<file path="src/rtl/morra_match_stats.sv">
// Per-game statistics records and best-of match verdict for the MorraCinese game FSM.
// Optional streak outputs (REC_S1/REC_S2) are built when MORRA_STATS_STREAK_EN is defined.
module morra_match_stats #(
   parameter int CNT_W      = 4,
   parameter int MATCH_WINS = 2,
   parameter int MAX_GAMES  = 5
) (
   input  logic             clk,
   input  logic             rst_n,
   input  logic             START,
   input  logic [1:0]       ROUND,
   input  logic [1:0]       GAME,
   input  logic             CLR,
   input  logic             REC_READY,
   output logic             REC_VALID,
   output logic [1:0]       REC_WINNER,
   output logic [CNT_W-1:0] REC_R1,
   output logic [CNT_W-1:0] REC_R2,
   output logic [CNT_W-1:0] REC_RD,
   output logic [2:0]       REC_IDX,
   output logic [2:0]       WINS1,
   output logic [2:0]       WINS2,
   output logic             MATCH_DONE,
   output logic [1:0]       MATCH_WINNER,
`ifdef MORRA_STATS_STREAK_EN
   output logic [CNT_W-1:0] REC_S1,
   output logic [CNT_W-1:0] REC_S2,
`endif
   output logic             OVF
);

   localparam logic [1:0]       S_IDLE   = 2'd0;
   localparam logic [1:0]       S_PLAY   = 2'd1;
   localparam logic [1:0]       S_DONE   = 2'd2;
   localparam logic [2:0]       WIN_LIM  = 3'(MATCH_WINS);
   localparam logic [2:0]       GAME_LIM = 3'(MAX_GAMES);
   localparam logic [CNT_W-1:0] CNT_ZERO = {CNT_W{1'b0}};

   function automatic logic [CNT_W-1:0] sat_inc(input logic [CNT_W-1:0] v);
      return (v == {CNT_W{1'b1}}) ? v : v + {{(CNT_W-1){1'b0}}, 1'b1};
   endfunction

   logic [1:0]       state_q, state_d, prev_game_q, mwin_q, mwin_d, rwin_q, rwin_d;
   logic [CNT_W-1:0] r1_q, r1_d, r2_q, r2_d, rd_q, rd_d;
   logic [CNT_W-1:0] rr1_q, rr1_d, rr2_q, rr2_d, rrd_q, rrd_d;
   logic [2:0]       games_q, games_d, wins1_q, wins1_d, wins2_q, wins2_d, ridx_q, ridx_d;
   logic             done_q, done_d, ovf_q, ovf_d, vld_q, vld_d;
   logic             play_s, game_end_s;
   logic [CNT_W-1:0] r1_s, r2_s, rd_s;
   logic [2:0]       w1_s, w2_s, games_s;
`ifdef MORRA_STATS_STREAK_EN
   logic [CNT_W-1:0] c1_q, c1_d, c2_q, c2_d, m1_q, m1_d, m2_q, m2_d, rs1_q, rs1_d, rs2_q, rs2_d;
   logic [CNT_W-1:0] c1_s, c2_s, m1_s, m2_s;
`endif

   // Next-state: round counting, game-end edge detection, record build/handshake, match verdict.
   always_comb begin
      state_d = state_q;  mwin_d  = mwin_q;  rwin_d  = rwin_q;
      r1_d    = r1_q;     r2_d    = r2_q;    rd_d    = rd_q;
      rr1_d   = rr1_q;    rr2_d   = rr2_q;   rrd_d   = rrd_q;
      games_d = games_q;  wins1_d = wins1_q; wins2_d = wins2_q; ridx_d = ridx_q;
      done_d  = done_q;   ovf_d   = ovf_q;   vld_d   = vld_q;
      play_s     = (state_q == S_PLAY) && !START;
      game_end_s = play_s && (GAME != 2'b00) && (prev_game_q == 2'b00);
      r1_s = r1_q; r2_s = r2_q; rd_s = rd_q;
`ifdef MORRA_STATS_STREAK_EN
      c1_d = c1_q; c2_d = c2_q; m1_d = m1_q; m2_d = m2_q; rs1_d = rs1_q; rs2_d = rs2_q;
      c1_s = c1_q; c2_s = c2_q;
`endif
      if (play_s) begin
         case (ROUND)
            2'b01: begin
               r1_s = sat_inc(r1_q);
`ifdef MORRA_STATS_STREAK_EN
               c1_s = sat_inc(c1_q); c2_s = CNT_ZERO;
`endif
            end
            2'b10: begin
               r2_s = sat_inc(r2_q);
`ifdef MORRA_STATS_STREAK_EN
               c2_s = sat_inc(c2_q); c1_s = CNT_ZERO;
`endif
            end
            2'b11: begin
               rd_s = sat_inc(rd_q);
`ifdef MORRA_STATS_STREAK_EN
               c1_s = CNT_ZERO; c2_s = CNT_ZERO;
`endif
            end
            default: begin
               r1_s = r1_q;
            end
         endcase
      end else begin
         r1_s = r1_q;
      end
`ifdef MORRA_STATS_STREAK_EN
      m1_s = (c1_s > m1_q) ? c1_s : m1_q;
      m2_s = (c2_s > m2_q) ? c2_s : m2_q;
`endif
      w1_s    = wins1_q + ((GAME == 2'b01) ? 3'd1 : 3'd0);
      w2_s    = wins2_q + ((GAME == 2'b10) ? 3'd1 : 3'd0);
      games_s = games_q + 3'd1;

      // A transfer frees the slot; a game end in the same cycle refills it.
      if (vld_q && REC_READY) begin
         vld_d = 1'b0;
      end else begin
         vld_d = vld_q;
      end

      if (START) begin
         r1_d = CNT_ZERO; r2_d = CNT_ZERO; rd_d = CNT_ZERO;
`ifdef MORRA_STATS_STREAK_EN
         c1_d = CNT_ZERO; c2_d = CNT_ZERO; m1_d = CNT_ZERO; m2_d = CNT_ZERO;
`endif
         if (state_q == S_IDLE) begin
            state_d = S_PLAY;
         end else begin
            state_d = state_q;
         end
      end else if (game_end_s) begin
         r1_d = CNT_ZERO; r2_d = CNT_ZERO; rd_d = CNT_ZERO;
`ifdef MORRA_STATS_STREAK_EN
         c1_d = CNT_ZERO; c2_d = CNT_ZERO; m1_d = CNT_ZERO; m2_d = CNT_ZERO;
`endif
         games_d = games_s; wins1_d = w1_s; wins2_d = w2_s;
         if (vld_q && !REC_READY) begin
            ovf_d = 1'b1;
         end else begin
            vld_d = 1'b1; rwin_d = GAME; ridx_d = games_s;
            rr1_d = r1_s; rr2_d = r2_s; rrd_d = rd_s;
`ifdef MORRA_STATS_STREAK_EN
            rs1_d = m1_s; rs2_d = m2_s;
`endif
         end
         if ((w1_s >= WIN_LIM) || (w2_s >= WIN_LIM) || (games_s >= GAME_LIM)) begin
            state_d = S_DONE;
            done_d  = 1'b1;
            mwin_d  = (w1_s > w2_s) ? 2'b01 : ((w2_s > w1_s) ? 2'b10 : 2'b11);
         end else begin
            state_d = state_q;
         end
      end else begin
         r1_d = r1_s; r2_d = r2_s; rd_d = rd_s;
`ifdef MORRA_STATS_STREAK_EN
         c1_d = c1_s; c2_d = c2_s; m1_d = m1_s; m2_d = m2_s;
`endif
      end

      if (CLR) begin
         state_d = S_IDLE; games_d = 3'd0; wins1_d = 3'd0; wins2_d = 3'd0;
         done_d = 1'b0; mwin_d = 2'b00; ovf_d = 1'b0; vld_d = 1'b0;
         r1_d = CNT_ZERO; r2_d = CNT_ZERO; rd_d = CNT_ZERO;
`ifdef MORRA_STATS_STREAK_EN
         c1_d = CNT_ZERO; c2_d = CNT_ZERO; m1_d = CNT_ZERO; m2_d = CNT_ZERO;
`endif
      end else begin
         ovf_d = ovf_d;
      end
   end

   // State and output registers.
   always_ff @(posedge clk or negedge rst_n) begin
      if (!rst_n) begin
         state_q <= S_IDLE;  prev_game_q <= 2'b00; mwin_q <= 2'b00; rwin_q <= 2'b00;
         r1_q <= CNT_ZERO;   r2_q <= CNT_ZERO;     rd_q <= CNT_ZERO;
         rr1_q <= CNT_ZERO;  rr2_q <= CNT_ZERO;    rrd_q <= CNT_ZERO;
         games_q <= 3'd0;    wins1_q <= 3'd0;      wins2_q <= 3'd0;  ridx_q <= 3'd0;
         done_q <= 1'b0;     ovf_q <= 1'b0;        vld_q <= 1'b0;
`ifdef MORRA_STATS_STREAK_EN
         c1_q <= CNT_ZERO; c2_q <= CNT_ZERO; m1_q <= CNT_ZERO; m2_q <= CNT_ZERO;
         rs1_q <= CNT_ZERO; rs2_q <= CNT_ZERO;
`endif
      end else begin
         state_q <= state_d; prev_game_q <= GAME;  mwin_q <= mwin_d; rwin_q <= rwin_d;
         r1_q <= r1_d;       r2_q <= r2_d;         rd_q <= rd_d;
         rr1_q <= rr1_d;     rr2_q <= rr2_d;       rrd_q <= rrd_d;
         games_q <= games_d; wins1_q <= wins1_d;   wins2_q <= wins2_d; ridx_q <= ridx_d;
         done_q <= done_d;   ovf_q <= ovf_d;       vld_q <= vld_d;
`ifdef MORRA_STATS_STREAK_EN
         c1_q <= c1_d; c2_q <= c2_d; m1_q <= m1_d; m2_q <= m2_d;
         rs1_q <= rs1_d; rs2_q <= rs2_d;
`endif
      end
   end

   assign REC_VALID    = vld_q;
   assign REC_WINNER   = rwin_q;
   assign REC_R1       = rr1_q;
   assign REC_R2       = rr2_q;
   assign REC_RD       = rrd_q;
   assign REC_IDX      = ridx_q;
   assign WINS1        = wins1_q;
   assign WINS2        = wins2_q;
   assign MATCH_DONE   = done_q;
   assign MATCH_WINNER = mwin_q;
   assign OVF          = ovf_q;
`ifdef MORRA_STATS_STREAK_EN
   assign REC_S1       = rs1_q;
   assign REC_S2       = rs2_q;
`endif

endmodule
</file>
<file path="config.mk">
export PLATFORM = sky130hd
export DESIGN_NAME = morra_match_stats
export DESIGN_NICKNAME = d
export VERILOG_FILES = /design/src/rtl/morra_match_stats.sv
export SDC_FILE = /design/constraint.sdc
export NUM_CORES = 1
export LEC_CHECK = 0
export ABC_AREA = 1
export BUFFER_PORTS_ARGS = -buffer_cell sky130_fd_sc_hd__clkbuf_2
export CAP_MARGIN = 5
export CORE_MARGIN = 2
export CORE_UTILIZATION = 30
export CTS_CLUSTER_SIZE = 14
export DETAILED_ROUTE_END_ITERATION = 16
export HOLD_SLACK_MARGIN = 0.02
export SETUP_SLACK_MARGIN = 0.5
export SYNTH_ARGS = -nofsm -noshare
export SYNTH_HDL_FRONTEND = slang
export SYNTH_SLANG_ARGS = --single-unit
export TNS_END_PERCENT = 100
</file>
<file path="constraint.sdc">
create_clock -name clk -period 4.17 [get_ports clk]
set_input_delay 0.417 -clock clk [delete_from_list [all_inputs] [get_ports clk]]
set_output_delay 0.417 -clock clk [all_outputs]
set_load 0.05 [all_outputs]
</file>
==> results.yml <==
min_path:
  hold_class: "primary input to async pin"
synthesis:
  synth_cell_types: 30
  yosysTopAreaCellShare_pct: 49.50
  synth-simple-area-share_pct: 24.54
  avgSynthCellArea_um2: 8.703
  yosysWarnings: 0
  synthXorXnorAreaFrac_pct: 1.843
  synth_compound_area_share_pct: 10.90
  synth_top_family_by_area: "simple AND/OR/NAND/NOR gates"
  yosysSeqAreaShare_pct: 49.50
  synth.net_count: 293
  ys_ff_latch: 47
  synthAdderAreaFrac_pct: 5.793
  synth_cells: 273
  ys_top_cells_by_area: "dfrtp_1 (49%), nand2_1 (12%), ha_1 (5.8%)"
  synth_area_leader_cell: "dfrtp_1"
  netlist_area_mm2: 0.002376
  synth_mux_area_share_pct: 0
die:
  coreArea_mm2: 0.007687
  die_area_mm2: 0.008648
  row_count: 32
  initial_core_util_pct: 30.91
  die_height_um: 93.00
  die_w_um: 93.00
  ios: 37
setup_path:
  worst_path_max_delay_cell: "dfrtp_1"
  critical_path.top_delay_family: "simple AND/OR/NAND/NOR gates"
  path_class: "flip-flop to flip-flop"
  cp_data_required_time_ps: 4360
  worst_path_most_repeated_cell: "nand2_1"
  crit_chain: "ha_1 > ha_1 > nor2_1 > nand3_1 > nor2_1 > nand2_1 > nand2_1 > inv_1 > nand3_1 > nand2_1"
  slowest_delay_ps: 420
  cp_max_fo: 5
  worstPathArrival_ps: 1990
  start_kind: "flip-flop"
  cp-end-kind: "flip-flop"
  critical_path_buf_inv_count: 1
finish:
  diodes: 0
  fillers: 822
  final_cell_mix: "nand2_1 (77), dfrtp_1 (47), clkbuf_2 (36), inv_1 (32), nand3_1 (22)"
  seqCellArea_mm2: 0.001176
  mostFrequentLayoutCell: "nand2_1"
  fin_area_mm2: 0.002734
  area_growth_pct: 15.06
  multi_input_area_mm2: 0.001023
  nNetsFinal: 332
  layout-drive-gt1-share_pct: 21.41
timing:
  fin_crit_sh_pct: 43.16
  max_freq_ghz: 0.5556
  rsz0062_at_grt: "no"
  finalMaxSlewViolations: 0
  final.setup.tns_ps: 0
  timing_hold_violations_final: 0
  worst-slew-pin-transition_ps: 627.8
  setup_viol: 0
  finClkSkew_ps: 6.672
  relSlewSlack_pct: 58.14
  min_period_ps: 1800
route:
  final_antenna_net_count: 0
  vias_per_cell: 4.530
  wl_um: 4993
  dr.pass1.iters: 4
  drt_iter0_drc: 87
  via_count: 1880
  drc_errors: 0
  wl_per_cell_um: 12.03
power_and_ir_drop:
  ir_worst_vdd_uv: 124.0
  swShare_pct: 31.54
  p_clk_share_pct: 29.8
  pwr_density_cell_mw_per_mm2: 336.2
  p_int_mw: 0.6293
  power_frac_seq_pct: 53.2
  combinationalPowerShare_pct: 17.0
  power.switching_mw: 0.2899
  leakage_nw: 1.441
clocking:
  cts.reportedPaths.clkPinSlew_ps: 90
  cts_tree: "done"
  cts-htree-levels: 2
  cts_repair_resize_count: 0
  cts.sinks: 47
  postCtsSetupBuffers: 0
  clock_latency_ps: 300
  numCtsBuffers: 5
  clock_path_buffers: 2
  root_buffer: "clkbuf_8"
  ctsHoldBuffers: 0
placed_design:
  place_area_mm2: 0.002649
  io_buffers: 36
  dp_hpwl_um: 3659
  place_congestion: 0.7918
global_route:
  grt_pass1_vias: 1785
  antenna_found_initial: 0
  grt_pass1_wl_um: 8376
  grt_usage_pct: 12.45
  overflow: 0
  grt_max_degree: 48
job:
  maxCapViolCount: 0
run_status:
  status: "finished, final reports clean"
## synth_stat cells
cell      instances
a21o_1            2
dfrtp_1          47
or4_1             1
xnor2_1           2
nor2b_1           1
nand3_1          22
nand3_2           1
inv_2             2
or2_0             1
buf_2             1
nand4_1           1
nand3b_1          1
a21oi_1           3
o21ai_1           3
nand2_4           1
nor2_1           21
inv_4             1
clkbuf_1          1
o211ai_1          4
nor2_8            1
inv_1            32
xor2_1            3
ha_1             11
buf_6             3
o21ai_0           9
o21ai_2          13
nand2_1          77
o22ai_1           4
nor2_2            3
nor2_4            1
## stage by stage
step           power [mW]  hold slack, ps  std cells  utilization, %  setup slack [ps]
2_1_floorplan      0.6092           121.4        273               -              2270
3_3_place_gp       0.6559           465.7        407           34.46              2225
3_5_place_dp       0.6583           467.8        407           34.46              2164
4_1_cts            0.9348           226.0        415           35.56              2384
5_1_grt            0.9679           245.3        415           35.56              2218
6_report           0.9192           186.3        415           35.56              2370
## flip-flops by register name (all words and copies together) (netlist names), 3 cells and up
register  cells
REC_IDX       3
REC_R1        4
REC_R2        4
REC_RD        4
WINS1         3
WINS2         3
games_q       3
r1_q          4
r2_q          4
rd_q          4
## worst reg2reg max path, cell delays in order, from the launching register on
cell and delay [ps]:
dfrtp_1 420, ha_1 210, ha_1 300, nor2_1 140
nand3_1 90, nor2_1 130, nand2_1 70, nand2_1 140
inv_1 80, nand3_1 70, nand2_1 50
## cell type report
cell class	instances	share of cell area [%]
flip-flops and latches	47	43.02
repair buffers	37	6.865
clock buffers	6	2.654
inverters	35	4.897
multi-input cells	186	37.44
well taps	102	4.668
clock inverters	2	0.4577
## final timing paths
path	startpoint	end	slack (ps)	depth (start not counted)
min	rst_n	prev_game_q[1]	190	2
max in group asynchronous	rst_n	r1_q[2]	3530	2
min in group clk	GAME[0]	prev_game_q[0]	260	1
min reg2reg	REC_R1[1]	REC_R1[1]	490	2
max	WINS1[0]	MATCH_WINNER[1]	2370	10
max reg2reg	WINS1[0]	MATCH_WINNER[1]	2370	10
## logic make-up (layout without fill, tap and decap cells)
| logic type | count (synthesis) | count (layout) |
|---|---|---|
| AND/OR/NAND/NOR | 132 | 132 |
| adder cells (fa/ha/maj) | 11 | 11 |
| AO/OA/AOI/OAI | 38 | 38 |
| XOR/XNOR | 5 | 5 |
| buffers and inverters | 40 | 80 |
| flip-flops | 47 | 47 |
## power groups by stage
stage	Combinational, mW	Sequential [mW]	Clock, mW
CTS	0.160	0.489	0.285
floorplan	0.0508	0.558	0
global route	0.170	0.492	0.306
detailed placement	0.160	0.498	0
finish	0.156	0.489	0.274
global placement	0.159	0.497	0
## metal layers
| metal | track usage, % | part of all wire [%] | vias up |
|---|---|---|---|
| li1 | - | - | 954 |
| met1 | 14.65 | 43 | 881 |
| met2 | 21.56 | 51 | 35 |
| met3 | 2.901 | 3.5 | 10 |
| met4 | 5.637 | 2.6 | 0 |
| met5 | 0 | 0 | - |
(Power assumes the default switching activity.)
